===== src/rtl/noc_turn_arbiter.sv =====
// Per-output-port turn scheduler: round-robin arbitration among requesting inputs,
// producing the registered one-hot turn vector consumed by the route logic.
module noc_turn_arbiter #(
   parameter bit          NORTH    = 1'b1,
   parameter bit          SOUTH    = 1'b1,
   parameter bit          EAST     = 1'b1,
   parameter bit          WEST     = 1'b1,
   parameter bit          LOCAL    = 1'b1,
   parameter int unsigned MAX_HOLD = 4
) (
   input  logic       clk,
   input  logic       rst,
   input  logic [4:0] req_i,
   input  logic       port_enable_i,
   input  logic       port_full_i,
   output logic [4:0] turn_o,
   output logic [2:0] grant_idx_o,
   output logic       err_o
);

   typedef enum logic {IDLE, GRANT} state_t;

   localparam logic [4:0] IN_MASK   = {NORTH, SOUTH, EAST, WEST, LOCAL};
   localparam logic [3:0] HOLD_LAST = 4'(MAX_HOLD - 1);

   state_t     state_q, state_d;
   logic [4:0] turn_d;
   logic [4:0] last_q, last_d;
   logic [3:0] hold_q, hold_d;
   logic       err_d;
   logic [4:0] mreq;
   logic [4:0] winner;
   logic       rotate;

   // Search order runs from the bit below last downward, wrapping 0 -> 4,
   // so the previous winner is examined last.
   function automatic logic [4:0] rr_pick(input logic [4:0] req, input logic [4:0] last);
      logic [4:0] pick;
      int         li;
      int         c;
      pick = '0;
      li   = 0;
      for (int i = 0; i < 5; i++) begin
         if (last[i]) li = i;
      end
      for (int k = 1; k <= 5; k++) begin
         c = (li - k + 5) % 5;
         if (req[c[2:0]] && (pick == 5'b0)) pick[c[2:0]] = 1'b1;
      end
      return pick;
   endfunction

   assign mreq   = req_i & IN_MASK;
   assign winner = rr_pick(mreq, last_q);

   // In GRANT last_q always equals the holder, so one pick serves every rotation cause.
   // An enable while full is ignored, so it cannot end the grant.
   assign rotate = (port_enable_i && !port_full_i)
                || ((mreq & turn_o) == 5'b0)
                || (!port_full_i && (hold_q == HOLD_LAST));

   // NOTE: every output of this block gets a default first, so no path can infer a latch.
   always_comb begin
      state_d = state_q;
      turn_d  = turn_o;
      last_d  = last_q;
      hold_d  = hold_q;
      err_d   = err_o | (port_enable_i & ((state_q == IDLE) | port_full_i));
      unique case (state_q)
         IDLE: begin
            if (mreq != 5'b0) begin
               state_d = GRANT;
               turn_d  = winner;
               last_d  = winner;
               hold_d  = '0;
            end
         end
         GRANT: begin
            if (rotate) begin
               hold_d = '0;
               if (mreq != 5'b0) begin
                  turn_d = winner;
                  last_d = winner;
               end else begin
                  state_d = IDLE;
                  turn_d  = '0;
               end
            end else if (!port_full_i) begin
               hold_d = hold_q + 4'd1;
            end
         end
         default: ;
      endcase
   end

   // NOTE: sequential state uses non-blocking assignments so all registers update together.
   always_ff @(posedge clk) begin
      if (rst) begin
         state_q <= IDLE;
         turn_o  <= '0;
         last_q  <= 5'b00001;
         hold_q  <= '0;
         err_o   <= 1'b0;
      end else begin
         state_q <= state_d;
         turn_o  <= turn_d;
         last_q  <= last_d;
         hold_q  <= hold_d;
         err_o   <= err_d;
      end
   end

   always_comb begin
      unique case (turn_o)
         5'b10000: grant_idx_o = 3'd0;
         5'b01000: grant_idx_o = 3'd1;
         5'b00100: grant_idx_o = 3'd2;
         5'b00010: grant_idx_o = 3'd3;
         5'b00001: grant_idx_o = 3'd4;
         default:  grant_idx_o = 3'd7;
      endcase
   end

endmodule


===== config.mk =====
export PLATFORM = sky130hd
export DESIGN_NAME = noc_turn_arbiter
export DESIGN_NICKNAME = d
export VERILOG_FILES = /design/src/rtl/noc_turn_arbiter.sv
export SDC_FILE = /design/constraint.sdc
export NUM_CORES = 1
export LEC_CHECK = 0
export CELL_PAD_IN_SITES_DETAIL_PLACEMENT = 0
export CELL_PAD_IN_SITES_GLOBAL_PLACEMENT = 2
export CORE_MARGIN = 2
export CORE_UTILIZATION = 34
export DETAILED_ROUTE_END_ITERATION = 10
export PLACE_DENSITY = 0.9
export SYNTH_ARGS = -nofsm -noshare
export SYNTH_HDL_FRONTEND = slang
export SYNTH_SLANG_ARGS = --single-unit

===== constraint.sdc =====
create_clock -name clk -period 3.9 [get_ports clk]
set_clock_uncertainty 0.15 [all_clocks]
set_input_delay 0.39 -clock clk [delete_from_list [all_inputs] [get_ports clk]]
set_output_delay 0.39 -clock clk [all_outputs]
set_load 0.03 [all_outputs]

; Word-level counts from Yosys, hierarchy flattened
; Cells that the tools add are included.
[word_totals]
regBits = 16
latch_bits = 0
mem_bits_rw = 0
mem_bits_ro = 0
output_inout_bits = 9
n_memories = 0
[classes]
n_addsub = 11
n_mul = 0
div_mod_pow = 5
magnitude_cmp = 10
eq_ne = 9
n_shift = 0
mux = 44
bitwise = 9
n_reduce_logical = 22
[op_table]
columns = cell, count
row1 = adder 32 x 4 -> 32 bit (second input constant), 5
row2 = modulo 32 x 4 -> 32 bit (second input constant), 5
row3 = subtractor 32 x 3 -> 32 bit (second input constant), 2
row4 = subtractor 32 x 4 -> 32 bit (second input constant), 2
row5 = two-way mux 5 bit, 10
row6 = subtractor 32 x 2 -> 32 bit (second input constant), 1
row7 = logical NOT 5 bit, 5
row8 = less-than comparator 3 x 4 -> 1 bit (second input constant), 5
row9 = bitwise OR 5 bit, 4
row10 = case mux 5 bit (2 select lines), 2
row11 = binary-select mux 1 bit (select 3 bit), 5
row12 = demux 1 bit (select 3 bit), 5
row13 = greater-or-equal comparator 3 x 1 -> 1 bit (second input constant), 5
row14 = case mux 3 bit (5 select lines), 1
row15 = two-way mux 1 bit, 13
row16 = two-way mux 4 bit, 3
row17 = logical AND 1 bit, 11
row18 = case mux 4 bit (2 select lines), 1
row19 = AND 5 bit, 1
row20 = == test 5 x 1 -> 1 bit (second input constant), 1
row21 = == test 5 x 2 -> 1 bit (second input constant), 1
row22 = == test 5 x 3 -> 1 bit (second input constant), 1
row23 = == test 5 x 4 -> 1 bit (second input constant), 1
row24 = == test 5 bit (second input constant), 1
row25 = 14 further kinds, 19

; Logic depth before layout (Yosys ltp)
[logic_depth]
ltp_word = 27
ltp_mapped = 16
ltp_nobuf = 14

; Least setup slack after synthesis
; No wires, ideal clock.
[synth_path]
kind = reg-to-reg
startpoint = reg last_q[4]
endpoint = reg turn_o[1]
setup_ps = 59
arrival_ps = 3223
slack_ps = 469
stages_incl_launch_ff = 16
n_path_buf = 2
synth_period_minus_slack_ps = 3431
path_cell_list = dfxtp_1 -> clkbuf_4 -> buf_6 -> a21o_1 -> inv_1 -> ha_1 -> inv_1 -> ha_1 -> o21ba_1 -> o21ai_1 -> o21a_1 -> nor4b_4 -> o221ai_1 -> and4_1 -> a2111oi_2 -> a211o_1
[synth_via]
elab_chain_len = 24
word_cells_on_any_way = 72
classes_between = add/sub (10) / div (5) / order compare (10) / mux (30) / bitwise (4) / reduce/logical (13)
[synth_lines]
columns = element, line
row1 = from (decl), 28  ; logic [4:0] last_q, last_d;
row2 = from (signal assigned), 107  ; last_q <= last_d;
row3 = two-way mux 3 bit (*), 44  ; if (last[i]) li = i;
row4 = subtractor 32 x 2 -> 32 bit, 47  ; c = (li - k + 5) % 5;
row5 = adder 32 x 4 -> 32 bit, 47
row6 = modulo 32 x 4 -> 32 bit, 47
row7 = less-than comparator 3 x 4 -> 1 bit (not written as such) or greater-or-equal comparator 3 x 1 -> 1 bit (tied branches), 48  ; if (req[c[2:0]] && (pick == 5'b0)) pick[c[2:0]] = 1'b1;
row8 = logical AND 1 bit (not written as such), 48
row9 = two-way mux 1 bit (not written as such), 48
row10 = demux 1 bit (select 3 bit), 48
row11 = [8 not listed], n/a
row12 = logical AND 1 bit, 48
row13 = two-way mux 5 bit, 48
row14 = logical NOT 5 bit, 48
row15 = logical AND 1 bit, 48
row16 = two-way mux 5 bit (*), 48
row17 = two-way mux 5 bit, 81  ; if (mreq != 5'b0) begin
row18 = two-way mux 5 bit, 79  ; if (rotate) begin
row19 = case mux 5 bit (2 select lines) (*), 69  ; unique case (state_q)
row20 = to (signal assigned), 106  ; turn_o <= turn_d;
row21 = to (decl), 16  ; output logic [4:0] turn_o,
; Mark *: on every way between the ends. The rest lies on a longest branch, timed or not. The select of a mux whose other input is x is not followed.
; A chain may end at the register's enable or synchronous reset.

; Worst setup path after layout
[layout_path]
startpoint = reg last_q[2]
endpoint = reg turn_o[1]
[layout_via]
elab_chain_len = 26
word_cells_on_any_way = 74
classes_between = add/sub (10) / div (5) / order compare (10) / mux (32) / bitwise (4) / reduce/logical (13)
[layout_lines]
columns = element, line
row1 = two-way mux 2 bit (*) (2 in series), 44
row2 = two-way mux 3 bit (*), 44
row3 = subtractor 32 x 2 -> 32 bit, 47
row4 = adder 32 x 4 -> 32 bit, 47
row5 = modulo 32 x 4 -> 32 bit, 47
row6 = less-than comparator 3 x 4 -> 1 bit (not written as such) or greater-or-equal comparator 3 x 1 -> 1 bit (tied branches), 48
row7 = logical AND 1 bit (not written as such), 48
row8 = two-way mux 1 bit (not written as such), 48
row9 = [9 not listed], n/a
row10 = logical AND 1 bit, 48
row11 = two-way mux 5 bit, 48
row12 = logical NOT 5 bit, 48
row13 = logical AND 1 bit, 48
row14 = two-way mux 5 bit (*), 48
row15 = two-way mux 5 bit, 81
row16 = two-way mux 5 bit, 79
row17 = case mux 5 bit (2 select lines) (*), 69
; Marks and branches as above.

==> key figures <==
Logic synthesis
  • Cell count after synthesis: 224
  • Cell taking the most area after synthesis: dfxtp_1
  • Post-synth EDFFs: 0
  • Area contributors post-synth: dfxtp_1, nand4_1, nand2_1, nor4b_4, ha_1
  • Synth cell types: 70
  • Mapped cell area: 1750 um2
  • Yosys Warn Count: 0
  • Most common cell in the netlist: nand2_1
  • Seq/Total Area, Yosys: 0.171
  • Post-Syn Nets: 238
  • FFs w/ async S/R, synth: 0
  • Avg Synthesized Cell Area: 7.82 um2
  • Yosys top cell area share: 0.171
  • Post-synthesis register bit count: 15
  • Top cells by count, synth: nand2_1, nand4_1, nor2_1, dfxtp_1, nand3_1
  • Synth Flop Type: dfxtp_1

Min path
  • Hold path start: err_o
  • Hold WC Path Type: flip-flop to flip-flop

Timing
  • Crit path time final: 3.65 ns
  • Final hold vios: 0
  • Hold_ws: 0.330 ns
  • Fmax: 274 MHz
  • Endpoints failing setup: 0
  • Period Utilization, post-route: 0.937
  • Max Slew Vio Count: 0
  • Measured slew at the worst slew-check pin: 0.583 ns
  • Setup TNS: 0 ns
  • RSZ-0062 raised after global routing: no
  • Slew HR: 0.610

Drt
  • DR iter-0 viols: 241
  • DRT Wirelength: 5320 um
  • DRT Pass-1 Iters: 4
  • Drt drc: 0
  • DR vias/cell: 5.76
  • Routed len/inst: 16.8 um
  • Via Count: 1820
  • Antenna-violating nets left: 0

Clocking
  • Clock Path Buffers: 2
  • PostCTS Resize Cnt: 0
  • Clock latency on the worst-skew pair: 0.25 ns
  • Post-CTS setup buffers: 0
  • Clock Sink Count: 15
  • H-tree depth: 1
  • Cts hold-fix bufs: 0
  • Clock root buffer: clkbuf_8
  • CTS tree: yes
  • Worst-path clk slew: 0.06 ns
  • Cts bufs inserted: 3

Placed design
  • Placed cells: 312
  • Placed cell area: 2020 um2
  • IO Port Bufs: 17
  • GPL Wtd Cong: 0.919
  • Post-detail-place hpwl: 4150 um

Setup path
  • Crit Reg-Reg Startpoint: last_q[2]
  • Crit-path max FO: 12
  • Worst Setup Start Kind: flip-flop
  • Worst Setup SP: last_q[2]
  • CP Capture Type: flip-flop
  • CP Data Required Time: 3.95 ns
  • Arr. time, crit path: 3.70 ns
  • Setup CP Type: flip-flop to flip-flop

Finish
  • Area grow syn2layout: 18.0%
  • Final net count: 261
  • Layout cells sized above 1: 0.163
  • Post-route insts no fill: 316
  • N_diodes: 0
  • Fin area: 2070 um2

Job
  • MaxCap Viol Count: 0

Global route
  • GRT Util Overall: 0.197
  • Largest net degree at the start of global routing: 13
  • Met3 usage: 0.0317
  • First-pass GRT wire length: 8490 um
  • GRT Residual Overflow: 0
  • Busiest grt layer: met2
  • Initial antenna violation count: 0
  • Met1 usage: 0.250
  • M2 GR Usage: 0.321
  • Vias in the first global route: 1700

Floorplan
  • Initial core utilization: 0.347
  • Die Y: 75.8 um
  • Die area: 5740 um2
  • Core area: 5040 um2
  • Boundary pin count: 18
  • Row Count: 26
  • Die width: 75.8 um

Power
  • VDD IR max: 0.428 mV
  • Internal power: 1.01 mW
  • Seq pwr share: 0.120
  • Net switching fraction of the power: 0.539
  • NetSw: 1.18 mW
  • Comb pwr share: 0.821
  • Clk pwr share: 0.059
  • Leak pwr: 0.812 nW
  • Cell area power density: 1060 nW/um2

Run status
  • Outcome: finished, final reports clean
cell usage in the layout, fill, tap and decap left out, types with 4 or more instances in the layout:
cell type        Yosys  final
nand3_1             12     12
dfxtp_1             15     15
buf_4                4     14
xor2_1               5      5
a21o_1               5      5
and2_1               4      4
nand2_1             20     20
clkdlybuf4s50_1      0     17
a21oi_1              7      7
ha_1                 5      5
nor2_1              16     16
inv_1               10     10
nor4_1               6      6
o21ai_0             10     10
nand4_1             16     16
layer usage:
| metal | vias up | routed length, um | part of all wire |
|---|---|---|---|
| met5 | - | 0 | 0 |
| met4 | 0 | 169 | 0.032 |
| met3 | 14 | 350 | 0.066 |
| met2 | 72 | 2600 | 0.49 |
| met1 | 844 | 2210 | 0.41 |
| li1 | 890 | - | - |
power by group through the flow:
stage,clock [mW],combinational [mW],sequential [mW]
after detailed placement,0,1.77,0.266
after global routing,0.145,1.95,0.270
after CTS,0.137,1.78,0.263
after global placement,0,1.77,0.267
after floorplan,0,1.33,0.271
final,0.129,1.79,0.263
stage by stage:
stage | setup WS (ns) | total power, mW | utilization
global route | 0.0339 | 2.36 | 0.410
finish | 0.245 | 2.19 | 0.410
floorplan | 0.469 | 1.60 | -
detailed placement | 0.329 | 2.03 | 0.401
CTS | 0.298 | 2.18 | 0.410
global placement | 0.363 | 2.04 | 0.401
cell type report:
cell class | instances | area [um2]
clock buffers | 4 | 45.0
multi-input cells | 186 | 1320
fillers | 518 | 2980
inverters | 10 | 37.5
repair buffers | 31 | 275
flip-flops and latches | 15 | 300
well taps | 70 | 87.6
cell families after synthesis:
kind of cell,Yosys count,synth area share
and+or+nand+nor,110,0.400
AOI/OAI and AO/OA,61,0.266
buffers and inverters,23,0.0743
DFF,15,0.171
xor gates and xnor gates,8,0.0400
adders and majority gates,5,0.0357
muxes,2,0.0121
worst paths after layout:
path,slack [ns],depth (start not counted),endpoint
worst max register to register,0.25,13,turn_o[1]
worst min-delay path,0.33,2,err_o
worst max-delay path,0.25,13,turn_o[1]
worst min register to register,0.33,2,err_o
critical path: stages, from the launching register on:
cell and delay, ns:
dfxtp_1 0.33, buf_4 0.22, o21bai_1 0.14, ha_1 0.34, inv_1 0.10, ha_1 0.22
o21ba_1 0.22, o21ai_1 0.07, o21a_1 0.28, nor4b_4 0.42, o221ai_1 0.25, and4_1 0.28
a2111oi_2 0.42, a211o_1 0.16
flip-flops by register name, summed over array words and instances, names as in the netlist:
name,cells
turn_o,5
hold_q,4
last_q,4
err_o,1
state_q,1
No activity file was read; power rests on OpenSTA's default activity.
